File: src/rtl/prescaled_event_counter_pkg.sv
// Shared definitions for the prescaled event counter bank: default divide,
// overflow mode encodings and the effective-divide helper.
package prescaled_event_counter_pkg;

    localparam int unsigned DEFAULT_DIV = 10000;

    localparam logic MODE_WRAP = 1'b0;
    localparam logic MODE_SAT  = 1'b1;

    // A divide value of zero is treated as divide-by-one so the prescaler
    // compare never needs to handle an underflowed terminal value.
    function automatic logic [31:0] div_eff_f(input logic [31:0] div);
        return (div == 32'd0) ? 32'd1 : div;
    endfunction

endpackage

File: src/rtl/prescaled_counter_ch.sv
// One counter channel: prescaler, event counter and sticky overflow flag.
// Clear outranks any tick in the same cycle; enable low freezes all state.
module prescaled_counter_ch
    import prescaled_event_counter_pkg::*;
#(
    parameter int CNT_W   = 32,
    parameter int PRESC_W = 21
) (
    input  logic               clk_0,
    input  logic               i_reg_rstn,
    input  logic               i_en,
    input  logic               i_evt,
    input  logic               i_clr,
    input  logic               i_sat_mode,
    input  logic [PRESC_W-1:0] i_div_eff,
    output logic [CNT_W-1:0]   o_counter,
    output logic               o_ovf
);

    logic [PRESC_W-1:0] presc_q, presc_d;
    logic [CNT_W-1:0]   cnt_q, cnt_d;
    logic               ovf_q, ovf_d;

    logic qual;
    assign qual = i_en & i_evt & ~i_clr;

    // Next-state: clear, else prescale qualified cycles and tick the counter
    // at terminal count (>= so a lowered divide ticks on the next qualified cycle).
    always_comb begin
        presc_d = presc_q;
        cnt_d   = cnt_q;
        ovf_d   = ovf_q;
        if (i_clr) begin
            presc_d = '0;
            cnt_d   = '0;
            ovf_d   = 1'b0;
        end else if (qual) begin
            if (presc_q >= (i_div_eff - PRESC_W'(1))) begin
                presc_d = '0;
                if (cnt_q == {CNT_W{1'b1}}) begin
                    ovf_d = 1'b1;
                    cnt_d = (i_sat_mode == MODE_SAT) ? cnt_q : '0;
                end else begin
                    cnt_d = cnt_q + CNT_W'(1);
                end
            end else begin
                presc_d = presc_q + PRESC_W'(1);
            end
        end
    end

    // Channel state registers with synchronous active-low reset.
    always_ff @(posedge clk_0) begin
        if (!i_reg_rstn) begin
            presc_q <= '0;
            cnt_q   <= '0;
            ovf_q   <= 1'b0;
        end else begin
            presc_q <= presc_d;
            cnt_q   <= cnt_d;
            ovf_q   <= ovf_d;
        end
    end

    assign o_counter = cnt_q;
    assign o_ovf     = ovf_q;

endmodule

File: src/rtl/prescaled_event_counter.sv
// Multi-channel prescaled event counter bank with a shared runtime divide
// and an atomic snapshot of all live counters.
module prescaled_event_counter
    import prescaled_event_counter_pkg::*;
#(
    parameter int NUM_CH  = 2,
    parameter int CNT_W   = 32,
    parameter int PRESC_W = 21
) (
    input  logic                    clk_0,
    input  logic                    i_reg_rstn,
    input  logic [NUM_CH-1:0]       i_en,
    input  logic [NUM_CH-1:0]       i_evt,
    input  logic [PRESC_W-1:0]      i_div,
    input  logic                    i_sat_mode,
    input  logic [NUM_CH-1:0]       i_clr,
    input  logic                    i_snap,
    output logic [NUM_CH*CNT_W-1:0] o_counter,
    output logic [NUM_CH*CNT_W-1:0] o_snap,
    output logic                    o_snap_vld,
    output logic [NUM_CH-1:0]       o_ovf
);

    logic [PRESC_W-1:0] div_eff;
    assign div_eff = PRESC_W'(div_eff_f(32'(i_div)));

    for (genvar k = 0; k < NUM_CH; k++) begin : g_ch
        prescaled_counter_ch #(
            .CNT_W   (CNT_W),
            .PRESC_W (PRESC_W)
        ) u_ch (
            .clk_0      (clk_0),
            .i_reg_rstn (i_reg_rstn),
            .i_en       (i_en[k]),
            .i_evt      (i_evt[k]),
            .i_clr      (i_clr[k]),
            .i_sat_mode (i_sat_mode),
            .i_div_eff  (div_eff),
            .o_counter  (o_counter[k*CNT_W +: CNT_W]),
            .o_ovf      (o_ovf[k])
        );
    end

    logic [NUM_CH*CNT_W-1:0] snap_q, snap_d;
    logic                    snap_vld_q, snap_vld_d;

    // Snapshot captures the registered (pre-update, pre-clear) counters.
    always_comb begin
        snap_d     = snap_q;
        snap_vld_d = i_snap;
        if (i_snap) begin
            snap_d = o_counter;
        end
    end

    // Snapshot registers with synchronous active-low reset.
    always_ff @(posedge clk_0) begin
        if (!i_reg_rstn) begin
            snap_q     <= '0;
            snap_vld_q <= 1'b0;
        end else begin
            snap_q     <= snap_d;
            snap_vld_q <= snap_vld_d;
        end
    end

    assign o_snap     = snap_q;
    assign o_snap_vld = snap_vld_q;

endmodule

File: config.mk
export PLATFORM = sky130hd
export DESIGN_NAME = prescaled_event_counter
export DESIGN_NICKNAME = d
export VERILOG_FILES = /design/src/rtl/prescaled_event_counter_pkg.sv /design/src/rtl/prescaled_counter_ch.sv /design/src/rtl/prescaled_event_counter.sv
export SDC_FILE = /design/constraint.sdc
export NUM_CORES = 1
export LEC_CHECK = 0
export ABC_AREA = 1
export CAP_MARGIN = 25
export CORE_MARGIN = 5
export CORE_UTILIZATION = 43
export DETAILED_ROUTE_END_ITERATION = 10
export GPL_ROUTABILITY_DRIVEN = 0
export GPL_TIMING_DRIVEN = 0
export PLACE_DENSITY = 0.69
export SETUP_SLACK_MARGIN = 0.4
export SYNTH_ARGS = -nofsm -noshare
export SYNTH_HDL_FRONTEND = slang
export SYNTH_HIERARCHICAL = 1
export SYNTH_SLANG_ARGS = --single-unit
File: constraint.sdc
create_clock -name clk_0 -period 5.56 [get_ports clk_0]
set_input_delay 1.112 -clock clk_0 [delete_from_list [all_inputs] [get_ports clk_0]]
set_output_delay 1.112 -clock clk_0 [all_outputs]
set_load 0.01 [all_outputs]
==> flow_summary.toml <==
[timing]
worst_pin_slew_ns = 0.703
setup_ws_ns = 0.824
setup_tns_ns = 0
hold_viol = 0
period_needed_ns = 4.74
clock.fmax_mhz = 211
whs_ns = 0.453
timing.final.max_slew_violations = 0
clock_skew_ns = 0.0171
rsz0062_at_grt = "true"
timing.final.crit_share = 0.852
setup_violations = 0
max_slew_margin = 0.532

[cts]
hold_buffers = 0
cts_max_level = 4
cts_max_path_buffers = 2
tritoncts = "built"
clk_pin_slew_ns = 0.07
cts_buffers = 17
clockRootBuffer = "clkbuf_16"
clock_latency_ns = 0.44
cts_sinks = 173

[yosys]
yosysWarnings = 6
synth.avg_cell_area_sq_um = 6.50
syn-num-nets = 1891
seq_area_frac_synth = 0.294
yosysMostFrequentCell = "nand2_1"
netlist_area_sq_um = 11800
synth_flop_cell = "dfxtp_1"
synthCells = 1812
synth_edf_count = 0
synth.ff_latch_count = 173
synth_area_leaders = "dfxtp_1 (29%), nand2_1 (14%), nor2_1 (12%)"
yosysTopAreaCell = "dfxtp_1"
synthTopCellsByCount = "nand2_1 (426), nor2_1 (373), dfxtp_1 (173)"
synth_cell_types = 41
synth-async-reset-ratio = 0
yosys.area.top_type_share = 0.294

[floorplan]
initial_core_util = 0.437
die_w_um = 176
die-area_sq_um = 30800
ioPinCount = 162
core_area_sq_um = 27000
rows = 60
die_h_um = 176

[global_routing]
grt_pass1_wl_um = 56600
track_usage = 0.222
overflow = 0
antenna_found_initial = 0
grt_pass1_vias = 11205
grt_max_degree = 17

[layout]
syn_to_final_growth_pct = 22.4
diodes = 0
final_cell_area_sq_um = 14400
nFillCells = 2724
nets = 2074
drive_above_1_share = 0.123

[setup_path]
crit_type = "in -> reg"
cp.arrival_ns = 5.09
start_kind = "primary input"
crit_fanout = 10
startpoint = "i_div[18]"
cp.required_ns = 5.91
regToRegStartpoint = "g_ch[0].u_ch/o_counter[0]$_SDFFE_PP0P_"
end_kind = "flip-flop"

[worst_hold_path]
min-delay-path-class = "reg -> reg"
hold_start = "g_ch[1].u_ch/o_ovf$_SDFFE_PP0P_"

[power_and_ir_drop]
powerDensity_nw_per_um2 = 190
total_power_w = 0.00274
ir_drop_mv = 0.168
p_leak_nw = 5.53

[placement]
place_ws_ns = 0.00101
hpwl_um = 26300
port_buffers = 160
dpl-instance-area_sq_um = 13800

[drt]
vias_per_cell = 5.01
avgRoutedWirePerCell_um = 14.5
dr.pass1.iters = 6
route.detailed.drc = 0
ant_nets = 0
drt_iter0_drc = 851
via_count = 11765
drt_wl_total_um = 34000

[status]
status = "finished, final reports clean"

[job]
max_cap_violations = 0
-- cells by family (layout without fill, tap and decap cells) --
| family | after synthesis | in the layout | synth area share |
|---|---|---|---|
| xor gates and xnor gates | 80 | 80 | 0.0595 |
| DFF | 173 | 173 | 0.294 |
| buffers and inverters | 250 | 446 | 0.103 |
| adders and majority gates | 48 | 48 | 0.0510 |
| AOI/OAI and AO/OA | 153 | 153 | 0.0773 |
| and+or+nand+nor | 1108 | 1108 | 0.415 |
-- power breakdown --
part           switching (W)  internal (W)  leakage (nW)
registers          0.0000123       0.00126          1.40
clock network       0.000536      0.000634         0.257
logic               0.000168      0.000128          3.87
total               0.000716       0.00202          5.53
-- routing by layer --
metal,track usage,up-vias,wire length [um]
li1,-,6056,-
met1,0.296,5331,15800
met2,0.372,336,15500
met3,0.0405,42,2130
met4,0.0556,0,516
met5,0,-,0
-- what timing repair did --
item / CTS / global route
hold endpoints to repair: 0 / 0
endpoints found under the setup margin: 0 / 88
buffers inserted: 0 / 4
gates resized for setup: 0 / 7
-- registers in the layout, indices dropped and copies added, names as in the netlist --
signal,cells
o_snap_vld,1
g_ch.u_ch/o_ovf,2
g_ch.u_ch/presc_q,42
o_snap,64
g_ch.u_ch/o_counter,64
-- cell type report --
class	count	area (sq um)	area share
plain buffers	68	515	0.0357
clock buffers	21	450	0.0312
clock inverters	11	108	0.00746
inverters	182	698	0.0484
multi-input cells	1389	7130	0.494
flip-flops and latches	173	3460	0.240
well taps	341	427	0.0296
repair buffers	164	1630	0.113
-- final timing paths --
| kind | to | slack [ns] | depth (start not counted) |
|---|---|---|---|
| worst max-delay path | g_ch[1].u_ch/o_counter[12]$_SDFFE_PP0P_ | 0.82 | 27 |
| worst min-delay path | g_ch[1].u_ch/o_ovf$_SDFFE_PP0P_ | 0.45 | 2 |
| worst max register to register | g_ch[0].u_ch/o_counter[25]$_SDFFE_PP0P_ | 3.13 | 11 |
| worst min register to register | g_ch[1].u_ch/o_ovf$_SDFFE_PP0P_ | 0.45 | 2 |
-- placed cells by master, fill, tap and decap left out, drive strengths merged, types with 26 or more instances in the layout --
| cell type | Yosys | final |
|---|---|---|
| nor2 | 445 | 445 |
| xor2 | 49 | 49 |
| xnor2 | 31 | 31 |
| ha | 48 | 48 |
| buf | 40 | 43 |
| nor3 | 29 | 29 |
| nand2 | 467 | 467 |
| nand3 | 134 | 134 |
| clkbuf | 28 | 50 |
| o21ai | 72 | 72 |
| a21oi | 71 | 71 |
| inv | 180 | 184 |
| nand4 | 26 | 26 |
| clkdlybuf4s50 | 0 | 160 |
| dfxtp | 173 | 173 |
-- worst max-delay path, stage by stage --
cell and delay [ns]:
clkdlybuf4s50_1 0.53, nor2_1 0.05, nand2_1 0.07, nor2_1 0.04, nand3_1 0.07, nand2_1 0.09
inv_1 0.11, ha_1 0.22, nand3_1 0.18, nor3_4 0.28, nand3_1 0.15, nor2_1 0.17
nand2_1 0.10, nor2_1 0.12, xor2_1 0.20, ha_1 0.29, nand2_1 0.11, inv_1 0.05
nand2_1 0.06, nand2_1 0.06, a21oi_1 0.20, nand4_4 0.19, buf_4 0.20, nand2_8 0.08
buf_12 0.14, nand2_2 0.06, a21oi_2 0.15
-- per-stage QoR --
stage                      util  std cells
after floorplan               -       1812
after global placement    0.512       2313
after detailed placement  0.512       2313
after CTS                 0.533       2345
after global routing      0.535       2349
final                     0.535       2349
(Power assumes the default switching activity.)
==> variant: new RTL, same settings <==
Add an input register stage for `i_en`, `i_evt`, `i_div`, `i_sat_mode`, `i_clr` and `i_snap`; this delays them by one clock.
--- a/src/rtl/prescaled_event_counter.sv
+++ b/src/rtl/prescaled_event_counter.sv
@@ -22,6 +22,22 @@
 );
 
+    logic [NUM_CH-1:0] i_en_q;
+    logic [NUM_CH-1:0] i_evt_q;
+    logic [PRESC_W-1:0] i_div_q;
+    logic i_sat_mode_q;
+    logic [NUM_CH-1:0] i_clr_q;
+    logic i_snap_q;
+
+    always_ff @(posedge clk_0) begin
+        i_en_q       <= i_en;
+        i_evt_q      <= i_evt;
+        i_div_q      <= i_div;
+        i_sat_mode_q <= i_sat_mode;
+        i_clr_q      <= i_clr;
+        i_snap_q     <= i_snap;
+    end
+
     logic [PRESC_W-1:0] div_eff;
-    assign div_eff = PRESC_W'(div_eff_f(32'(i_div)));
+    assign div_eff = PRESC_W'(div_eff_f(32'(i_div_q)));
 
     for (genvar k = 0; k < NUM_CH; k++) begin : g_ch
@@ -32,8 +48,8 @@
             .clk_0      (clk_0),
             .i_reg_rstn (i_reg_rstn),
-            .i_en       (i_en[k]),
-            .i_evt      (i_evt[k]),
-            .i_clr      (i_clr[k]),
-            .i_sat_mode (i_sat_mode),
+            .i_en       (i_en_q[k]),
+            .i_evt      (i_evt_q[k]),
+            .i_clr      (i_clr_q[k]),
+            .i_sat_mode (i_sat_mode_q),
             .i_div_eff  (div_eff),
             .o_counter  (o_counter[k*CNT_W +: CNT_W]),
@@ -48,6 +64,6 @@
     always_comb begin
         snap_d     = snap_q;
-        snap_vld_d = i_snap;
-        if (i_snap) begin
+        snap_vld_d = i_snap_q;
+        if (i_snap_q) begin
             snap_d = o_counter;
         end
Function: changed (Yosys sat finds a counterexample within 4 cycles, from zero or initial values and one cycle with i_reg_rstn low).
==> variant against the original RTL <==
- area after synthesis up 4.9%
- setup slack gained 0.46 ns
- fmax is 11% higher
- hold slack lost 0.0029 ns
- power rose by 20%
- final area grew 5.3%
- wire length rose by 3.5%
- sequential cell count is 29 higher
- largest cell class unchanged
==> variant: results (changes against the original RTL) <==
Run status
  – Status: finished clean (unchanged)

Setup path
  – FF-to-FF setup slack: 1.28 ns (was 3.13 ns)
  – Depth of the most critical reg-to-reg path: 25 (was 11)
  – CP endpoint: g_ch[1].u_ch/presc_q[15] (was g_ch[1].u_ch/o_counter[12])
  – Startpoint Class: register (was input port)
  – Worst R2R End: g_ch[1].u_ch/presc_q[15] (was g_ch[0].u_ch/o_counter[25])
  – Critical path origin: i_div_q[15] (was i_div[18])

Global routing
  – Vias in the first global route: 11,500 (was 11,200)
  – Total GRT Usage: 21.4% (was 22.2%)
  – Initial antenna violation count: 2 (was 0)
  – First-pass GRT wire length: 58.6 mm (was 56.6 mm)
  – Maximum number of pins on one net before global-route repair: 13 (was 17)

STA
  – Least-Margin Pin Slew: 0.857 ns (was 0.703 ns)

CTS
  – Clock latency on the worst-skew pair: 0.53 ns (was 0.44 ns)
  – H-tree levels: 1 (was 4)

Logic synthesis
  – Syn_area_per_cell: 6.77 µm² (was 6.50 µm²)
  – Synth top area cells: dfxtp_1, nand2_1, nor2_1 (unchanged)
  – Sequential cell area fraction in the yosys report: 32.7% (was 29.4%)
  – Cell variety after synth: 40 (was 41)
  – Post-Syn Nets: 1,904 (was 1,891)

Pwr
  – Leakage: 5.81 nW (was 5.53 nW)
  – Max IR drop VDD: 0.206 mV (was 0.168 mV)

Finish
  – NumNets Final: 2,091 (was 2,074)
  – Layout Cells excl Fill: 2,410 (was 2,349)

Detailed routing
  – Vias post-DR: 12,000 (was 11,800)
  – TritonRoute pass-1 iters: 5 (was 6)
  – Starting DRT DRC Count: 781 (was 851)
  – Detailed-route wire length per cell: 14.6 µm (was 14.5 µm)

Placement
  – Input/output buffers: 161 (was 160)
  – Placed inst area: 14,400 µm² (was 13,800 µm²)
==> variant: cell types whose count changed after synthesis, moves of 5 or more <==
cell,unedited run,this run
dfxtp_1,173,202
nand2_1,426,407
nand2_2,36,46
a21oi_1,40,31
a21oi_2,31,40
inv_1,172,167
==> variant: stage by stage <==
step	hold slack, ns	worst slack (ns)	power [mW]
global route	0.486	0.827	3.43
floorplan	0.474	2.16	1.71
global placement	0.442	1.37	1.82
detailed placement	0.443	1.34	1.82
CTS	0.452	1.33	3.34
finish	0.450	1.28	3.29
==> variant: cell families after synthesis <==
group                      Yosys count  synth area share, %
AOI/OAI and AO/OA                  153                 7.68
buffers and inverters              243                 9.49
adders and majority gates           48                 4.86
DFF                                202                 32.7
and+or+nand+nor                   1098                 39.5
xor gates and xnor gates            81                 5.74
==> variant: final cells by class <==
cell class,count,area [µm²]
tap,384,480
timing repair buffer,161,1610
buffer,68,503
multi-input combinational,1380,7140
clock buffer,34,668
fill,2836,13400
clock inverter,6,66.3
sequential,202,4040
inverter,175,669
==> variant: worst min-delay path, cell delays in order (launching register included) <==
cell and delay, ns:
dfxtp_1 0.31, inv_1 0.05, a21oi_1 0.05
==> variant: how the worst min path moves through the flow <==
stage	cells past startpoint	slack [ns]	from	end
3_5_place_dp	2	0.44	g_ch[0].u_ch/o_ovf	g_ch[0].u_ch/o_ovf
3_3_place_gp	2	0.44	g_ch[1].u_ch/o_ovf	g_ch[1].u_ch/o_ovf
6_report	2	0.45	g_ch[0].u_ch/o_ovf	g_ch[0].u_ch/o_ovf
5_1_grt	2	0.49	g_ch[0].u_ch/o_ovf	g_ch[0].u_ch/o_ovf
2_1_floorplan	2	0.47	g_ch[0].u_ch/o_ovf	g_ch[0].u_ch/o_ovf
4_1_cts	2	0.45	g_ch[0].u_ch/o_ovf	g_ch[0].u_ch/o_ovf
==> variant: layer usage <==
layer  global-route usage (%)  wire (µm)
met1                     28.4      16100
met2                     35.1      15800
met4                     5.79        831
met3                     4.87       2400
met5                        0         13
==> variant: report_power, final <==
| group | total, mW | internal (mW) | switching [mW] |
|---|---|---|---|
| clock | 1.50 | 0.877 | 0.622 |
| combinational | 0.292 | 0.128 | 0.164 |
| sequential | 1.50 | 1.48 | 0.0199 |
| total | 3.29 | 2.49 | 0.805 |
